**src/rtl/game_pkg.sv**
```systemverilog
// Shared types and constants for the 2048 move datapath: cell/grid types,
// direction and sequencer-state encodings, and pass-count limits.
package game_pkg;

    typedef logic [3:0] cell_t;
    typedef cell_t [0:3][0:3] grid_t;

    typedef enum logic [1:0] {
        DIR_UP    = 2'd0,
        DIR_DOWN  = 2'd1,
        DIR_LEFT  = 2'd2,
        DIR_RIGHT = 2'd3
    } dir_t;

    typedef enum logic [1:0] {
        ST_IDLE,
        ST_RUN,
        ST_DONE
    } state_t;

    localparam int WIN_TILE   = 11;
    localparam int MERGE_PASS = 4;
    localparam int LAST_PASS  = 7;
    localparam int COUNT_W    = $clog2(LAST_PASS + 1);
    localparam int SCORE_W    = 20;

endpackage

```
**src/rtl/grid_status.sv**
```systemverilog
// Combinational board status: equality of two grids and presence of a
// winning tile in the first grid.
module grid_status
    import game_pkg::*;
(
    input  grid_t grid_a_i,
    input  grid_t grid_b_i,
    output logic  equal_o,
    output logic  win_o
);

    always_comb begin
        // NOTE: every output of a combinational block gets a default before any
        // conditional assignment, otherwise synthesis infers a latch.
        win_o   = 1'b0;
        equal_o = (grid_a_i == grid_b_i);
        for (int r = 0; r < 4; r++) begin
            for (int c = 0; c < 4; c++) begin
                if (grid_a_i[r][c] >= cell_t'(WIN_TILE)) begin
                    win_o = 1'b1;
                end
            end
        end
    end

endmodule

```
**src/rtl/move_sequencer.sv**
```systemverilog
// Owns the 2048 board register and steps one move through the external
// direction stages. Optional score output is enabled by MOVE_SCORE_EN.
module move_sequencer
    import game_pkg::*;
(
    input  logic                 clk,
    input  logic                 rst_n,
    input  logic                 start,
    input  logic [1:0]           dir,
    input  logic                 load_en,
    input  grid_t                grid_in,
    input  logic                 spawn_en,
    input  logic [1:0]           spawn_row,
    input  logic [1:0]           spawn_col,
    input  cell_t                spawn_val,
    input  grid_t                grid_up,
    input  grid_t                grid_down,
    input  grid_t                grid_left,
    input  grid_t                grid_right,
    output int                   count,
    output grid_t                grid_q,
    output logic                 busy,
    output logic                 done,
    output logic                 moved,
`ifdef MOVE_SCORE_EN
    output logic [SCORE_W-1:0]   score,
`endif
    output logic                 win
);

    state_t              state_q;
    dir_t                dir_q;
    grid_t               board_q;
    grid_t               snap_q;
    logic [COUNT_W-1:0]  count_q;
    logic                busy_q;
    logic                done_q;
    logic                moved_q;
    grid_t               sel_grid;
    logic                same_as_snap;

    always_comb begin
        sel_grid = grid_up;
        case (dir_q)
            DIR_UP:    sel_grid = grid_up;
            DIR_DOWN:  sel_grid = grid_down;
            DIR_LEFT:  sel_grid = grid_left;
            DIR_RIGHT: sel_grid = grid_right;
            default:   sel_grid = grid_up;
        endcase
    end

    grid_status u_status (
        .grid_a_i (board_q),
        .grid_b_i (snap_q),
        .equal_o  (same_as_snap),
        .win_o    (win)
    );

`ifdef MOVE_SCORE_EN
    logic [SCORE_W-1:0] score_q;
    logic [SCORE_W-1:0] score_inc;

    // A cell that grew by exactly one exponent during the merge pass is a merge.
    always_comb begin
        score_inc = '0;
        for (int r = 0; r < 4; r++) begin
            for (int c = 0; c < 4; c++) begin
                if (board_q[r][c] != '0 &&
                    sel_grid[r][c] == cell_t'(board_q[r][c] + cell_t'(1))) begin
                    score_inc = score_inc + (SCORE_W'(1) << sel_grid[r][c]);
                end
            end
        end
    end

    assign score = score_q;
`endif

    // NOTE: sequential state is written with non-blocking assignments so every
    // register samples pre-edge values regardless of statement order.
    always_ff @(posedge clk or negedge rst_n) begin
        if (!rst_n) begin
            state_q <= ST_IDLE;
            dir_q   <= DIR_UP;
            board_q <= '0;
            snap_q  <= '0;
            count_q <= '0;
            busy_q  <= 1'b0;
            done_q  <= 1'b0;
            moved_q <= 1'b0;
`ifdef MOVE_SCORE_EN
            score_q <= '0;
`endif
        end else begin
            done_q <= 1'b0;
            case (state_q)
                ST_IDLE: begin
                    if (load_en) begin
                        board_q <= grid_in;
                        moved_q <= 1'b0;
`ifdef MOVE_SCORE_EN
                        score_q <= '0;
`endif
                    end else if (spawn_en) begin
                        board_q[spawn_row][spawn_col] <= spawn_val;
                    end else if (start) begin
                        dir_q   <= dir_t'(dir);
                        snap_q  <= board_q;
                        count_q <= '0;
                        busy_q  <= 1'b1;
                        state_q <= ST_RUN;
                    end
                end
                ST_RUN: begin
                    board_q <= sel_grid;
`ifdef MOVE_SCORE_EN
                    if (count_q == COUNT_W'(MERGE_PASS)) begin
                        score_q <= score_q + score_inc;
                    end
`endif
                    if (count_q == COUNT_W'(LAST_PASS)) begin
                        busy_q  <= 1'b0;
                        done_q  <= 1'b1;
                        state_q <= ST_DONE;
                    end else begin
                        count_q <= count_q + COUNT_W'(1);
                    end
                end
                ST_DONE: begin
                    moved_q <= !same_as_snap;
                    count_q <= '0;
                    state_q <= ST_IDLE;
                end
                default: state_q <= ST_IDLE;
            endcase
        end
    end

    assign count  = int'(count_q);
    assign grid_q = board_q;
    assign busy   = busy_q;
    assign done   = done_q;
    assign moved  = moved_q;

endmodule

```
**config.mk**
```make
export PLATFORM = sky130hd
export DESIGN_NAME = move_sequencer
export DESIGN_NICKNAME = d
export VERILOG_FILES = /design/src/rtl/game_pkg.sv /design/src/rtl/grid_status.sv /design/src/rtl/move_sequencer.sv
export SDC_FILE = /design/constraint.sdc
export NUM_CORES = 1
export LEC_CHECK = 0
export ABC_AREA = 0
export CELL_PAD_IN_SITES_DETAIL_PLACEMENT = 1
export CELL_PAD_IN_SITES_GLOBAL_PLACEMENT = 1
export CORE_ASPECT_RATIO = 1.2
export CORE_MARGIN = 3
export CORE_UTILIZATION = 31
export CTS_BUF_LIST = sky130_fd_sc_hd__clkbuf_8
export CTS_CLUSTER_DIAMETER = 40
export CTS_CLUSTER_SIZE = 14
export DETAILED_ROUTE_END_ITERATION = 16
export PLACE_DENSITY_LB_ADDON = 0.2
export SETUP_SLACK_MARGIN = 0.4
export SLEW_MARGIN = 10
export SYNTH_ARGS = -nofsm -noshare
export SYNTH_HDL_FRONTEND = slang
export SYNTH_SLANG_ARGS = --single-unit
```
**constraint.sdc**
```tcl
create_clock -name clk -period 2.3 [get_ports clk]
set_clock_uncertainty 0.05 [all_clocks]
set_input_delay 0.575 -clock clk [delete_from_list [all_inputs] [get_ports clk]]
set_output_delay 0.575 -clock clk [all_outputs]
set_load 0.02 [all_outputs]
```
==> results of run 1 <==
-- sequential cells by signal, summed over array words and instances (netlist names) --
name	flops
state_q	2
snap_q	64
done	1
dir_q	2
moved	1
grid_q	64
busy	1
count_q	3
-- routing by layer --
layer  vias up  GRT usage [%]  wire (µm)
met1      4876           37.6      18600
met2       417           52.3      25100
met5         -              0         32
met4         4           8.75       1070
li1       4183              -          -
met3        57           5.68       3170
-- power breakdown --
group          internal (µW)  switching, µW  total [µW]
Clock                   1260            979        2240
Combinational           6150           7080       13200
Sequential              3680            916        4600
Total                  11100           8970       20100
-- final cells by class --
class / instances / area (µm²)
diodes: 6 / 15.0
repair buffers: 563 / 5220
inverters: 67 / 251
clock inverters: 12 / 170
well taps: 385 / 482
multi-input cells: 591 / 5430
clock buffers: 20 / 275
flip-flops and latches: 138 / 3460
fillers: 3147 / 13500
-- worst max-delay path, cell delays in order, from the launching register on --
cell and delay (ps):
dfrtp_1 400, a21oi_2 160, buf_4 150, o22ai_2 80, nor2_2 160, nand4_1 180
buf_6 190
-- kinds of logic (layout without fill, tap and decap cells) --
| group | Yosys count | after routing |
|---|---|---|
| mux | 121 | 121 |
| other cells | 1 | 35 |
| compound gates | 248 | 248 |
| buf+inv | 151 | 662 |
| simple gates | 127 | 127 |
| xor+xnor | 64 | 64 |
| flops | 138 | 138 |
| fa+ha+maj | 2 | 2 |
-- cell usage in the layout, fill, tap and decap left out, drive strengths merged, types with 15 or more instances in the layout --
cell type,instances
mux4,64
xor2,36
clkbuf,24
o211ai,15
clkdlybuf4s50,328
nand2,22
xnor2,28
mux2,57
o21ai,46
a221o,23
inv,67
a21oi,92
dfrtp,138
buf,222
nor2,59
a221oi,43
conb,29
-- final timing paths --
path	cells past startpoint	slack (ps)	from	endpoint
min in group asynchronous	2	530	rst_n	snap_q[15]
worst max register to register	5	360	dir_q[0]	grid_q[41]
max in group asynchronous	3	1050	rst_n	snap_q[34]
worst min register to register	2	460	snap_q[61]	snap_q[61]
worst min-delay path	2	460	snap_q[61]	snap_q[61]
worst max-delay path	6	-110	grid_q[20]	win
-- metrics by stage --
stage	util (%)	hold WS [ps]	setup TNS, ps	total power, µW	cell area, µm²
floorplan	-	229	0	10900	9190
global placement	50.0	431	-2250	16600	14400
detailed placement	50.0	444	-4610	16900	14400
CTS	51.8	462	-93.1	19400	14900
global route	53.0	499	-177	21100	15300
finish	53.1	459	-108	20100	15300
-- what timing repair did --
action | CTS | global route
cloned | 2 | 0
gates resized for setup | 325 | 104
endpoints found under the hold margin | 31 | 0
setup buffers | 13 | 2
setup endpoints to repair | 135 | 71
pin swaps | 5 | 44
hold buffers | 1 | 0
==> flow_summary.toml, run 1 <==
[yosys]
ys_top_cells_by_area = "dfrtp_1, mux4_2, mux2_2, a21oi_1, a221oi_1"
synth.most_common_cell = "dfrtp_1"
synth_top_family_by_area = "multiplexers"
synth_cell_type_count = 36
synth_top_area_share_pct = 38.0
syn_area_um2 = 9080
yosys-top-cells-count = "dfrtp_1, a21oi_1, inv_1, mux4_2, nor2_1"
synth-xor-area-share_pct = 6.17
ys_ff_latch = 138
synth-adder-area-share_pct = 0.276
synth-main-ff-cell = "dfrtp_1"
syn_area_per_cell_um2 = 10.7
muxShareOfSynthArea_pct = 22.9
yosys.area_share.simple_pct = 6.58
syn_inst = 852
yosys.area.top_type = "dfrtp_1"
yosys_warnings = 0
seq_area_frac_synth_pct = 38.0
async_reset_ff_share_pct = 100
synth-edff-count = 0
synth_compound_gate_area_share_pct = 17.9

[routing]
via_per_inst = 5.35
totalWireLength_um = 47900
wl_per_cell_um = 26.9
drt-initial-drc-count = 886
postRouteAntennaNets = 0
drtPass1Iterations = 6
routed-via-count = 9537
drc_errors = 0

[placed_design]
place_inst = 1726
place_worst_setup_slack_ps = -347
dpl.hpwl_um = 39300
numPortBuffers = 405
place_congestion = 0.896

[timing]
slew_violations = 0
finalCritPeriodShare_pct = 105
relSlewSlack_pct = 57.8
hold_viol = 0
layout_setup_ws_ps = -108
tightestPinTransition_ps = 632
rsz0062_at_grt = "true"
fmax_ghz = 0.415
setup_viol_count_final = 1
period_minus_slack_ps = 2410

[cts]
cts_htree_levels = 4
cts_tree = "done"
cts_buffer_depth = 2
cts_root_buf = "clkbuf_8"
cts_sinks = 138
clkTransAtPathRegs_ps = 70
cts_made_buffers = 17
clk_latency_ps = 460

[floorplanning]
ios = 435
die_w_um = 162
dieHeight_um = 194
initial_core_util_pct = 31.5
core.rowCount = 68
fp.coreArea_um2 = 28800
dieArea_um2 = 31400

[global_route]
grt_max_degree = 54
antenna_found_initial = 5
grt_pass1_vias = 10400
grt_use_total_pct = 30.0
grt_pass1_wl_um = 69000
overflow = 0

[power]
power.leakage_uw = 0.00647
ir_worst_vdd_mv = 0.515
p_per_area_nw_per_um2 = 1310

[setup_path]
end_kind = "primary output"
start_kind = "flip-flop"
crit_arrival_ps = 1780
required_ps = 1670
worstSetupPathType = "flip-flop to primary output"
crit_fanout = 2

[run_status]
status = "complete, but fails checks"
violations = "negative setup slack"

[hold_path]
hp-class = "flip-flop to flip-flop"

[final_layout]
final_cell_count_no_fill = 1782
drive_above_1_share_pct = 34.4
nets = 1715
area_growth_syn_to_layout_pct = 68.5

[run]
cap_violations = 0
Note: power is estimated with default switching activity, not from simulation.
==> inputs of run 2 (changes only) <==
SLEW_MARGIN = unset   (was 10)
==> results of run 2 <==
Final layout, timing and power as in run 1 (identical DEF).
==> inputs of run 3 (changes only) <==
CTS_CLUSTER_SIZE = unset   (was 14)
PLACE_DENSITY = 0.84   (was unset)
PLACE_DENSITY_LB_ADDON = unset   (was 0.2)
==> run 3 against run 2 <==
The flow still finishes with violations (negative setup slack). Fmax barely moved. Routed wire length grew 5.3%. Hold slack better by 6.4 ps. Clock power fell by 6%.
==> flow_summary.toml, run 3 (synthesis gave the netlist of run 1 again) <==
[run_status]
status = "complete, but fails checks"
violations = "negative setup slack"

[placed_design]
place_congestion = 0.972
place_area_um2 = 14300
place_inst = 1707
numPortBuffers = 405
dpl.hpwl_um = 40600

[power]
ir_worst_vdd_mv = 0.630
power.internal_uw = 10600
pwr-share-clk_pct = 10.8
p_per_area_nw_per_um2 = 1310
seq_power_share_pct = 23.7
p_switching_uw = 9010
power.leakage_uw = 0.00632
swShare_pct = 46.0
p_comb_share_pct = 65.6

[final_layout]
final_cell_count_no_fill = 1760
ff_latch_area_um2 = 3460
final_cell_mix = "clkdlybuf4s50_1, dfrtp_1, buf_4, inv_1, a21oi_1"
nets = 1690
drive_above_1_share_pct = 30.8
final_core_util_pct = 52.0
design_area_um2 = 15000
nFillCells = 3130
area_growth_syn_to_layout_pct = 65.0
final_common_cell = "clkdlybuf4s50_1"
multi_input_area_um2 = 5370

[global_route]
grt_pass1_wl_um = 72100
grt_max_degree = 63
grt_pass1_vias = 10700
overflow = 0
antenna_found_initial = 12
grt_use_total_pct = 31.1

[routing]
totalWireLength_um = 50400
routed-via-count = 9834
wl_per_cell_um = 28.7
via_per_inst = 5.59
postRouteAntennaNets = 0
drtPass1Iterations = 5
drc_errors = 0
drt-initial-drc-count = 780

[setup_path]
start_kind = "flip-flop"
end_kind = "primary output"
worstSetupPathType = "flip-flop to primary output"
required_ps = 1670
crit_fanout = 2
crit_arrival_ps = 1780

[floorplanning]
die_w_um = 162
dieArea_um2 = 31400
core.rowCount = 68
initial_core_util_pct = 31.5
dieHeight_um = 194
ios = 435
fp.coreArea_um2 = 28800

[timing]
setup_viol_count_final = 1
rsz0062_at_grt = "true"
fmax_ghz = 0.415
finalCritPeriodShare_pct = 105
period_minus_slack_ps = 2410
slew_violations = 0
tightestPinTransition_ps = 548
relSlewSlack_pct = 63.4
hold_viol = 0
layout_setup_ws_ps = -109

[cts]
clkTransAtPathRegs_ps = 90
cts_root_buf = "clkbuf_8"
cts_sinks = 138
clk_latency_ps = 450
cts_tree = "done"
cts_buffer_depth = 2
cts_htree_levels = 4
cts_made_buffers = 17

[hold_path]
hp-class = "flip-flop to flip-flop"

[run]
cap_violations = 0
run 3: cell types whose count changed in the layout (fill, tap and decap cells not counted), sizes merged:
cell           previous run  this run
diode                     6         9
clkbuf                   24        21
dlygate4sd2               3         8
clkdlybuf4s15             1         2
inv                      67        69
bufinv                    4         3
clkinvlp                  4         2
dlymetal6s2s              4         2
buf                     222       193
nor2                     59        61
clkinv                    4         6
run 3: routing by layer:
layer	part of all wire, %	routed length [µm]	GRT usage, %
met5	0.13	65	0
met4	3.6	1840	10.7
met3	9.7	4890	8.07
met2	50	25200	53.3
met1	37	18500	37.9
run 3: repair_timing:
item	in CTS	in global routing
cloned	2	2
setup buffers	7	0
hold endpoints to repair	25	0
setup endpoints to repair	128	89
gates resized for setup	318	76
hold buffers	1	0
pin swaps	5	14
run 3: worst paths after layout:
path / slack [ps] / to / depth (start not counted) / from
worst max-delay path: -110 / win / 4 / grid_q[45]
min in group asynchronous: 520 / dir_q[1] / 2 / rst_n
worst min register to register: 470 / snap_q[11] / 2 / snap_q[11]
worst min-delay path: 470 / snap_q[11] / 2 / snap_q[11]
max in group asynchronous: 1080 / snap_q[28] / 3 / rst_n
worst max register to register: 420 / moved / 7 / grid_q[7]
run 3: cell type report:
type / count / share of cell area (%)
multi-input combinational: 593 / 35.8
timing repair buffer: 536 / 33.3
sequential: 138 / 23.1
tap: 385 / 3.21
clock buffer: 19 / 1.74
inverter: 67 / 1.68
clock inverter: 13 / 1.03
antenna: 9 / 0.150
run 3: per-stage QoR:
step,setup TNS [ps],total power (µW),setup WS [ps],hold WS [ps]
after detailed placement,-10270,16700,-400,426
final,-109,19600,-109,465
after global placement,-8540,16300,-374,424
after CTS,-114,19000,-114,464
after global routing,-179,20500,-179,499
after floorplan,0,10900,472,229
run 3: power by group through the flow:
stage               combinational [µW]  clock (µW)  sequential [µW]
finish                           12800        2110             4630
global route                     13500        2230             4730
CTS                              12400        2110             4540
detailed placement               12100           0             4610
global placement                 11800           0             4480
floorplan                         5450           0             5460
run 3: critical path, cell delays in order (launching register included):
cell	delay [ps]
dfrtp_1	410
a21o_1	250
a221oi_2	240
nand4_1	220
buf_6	200
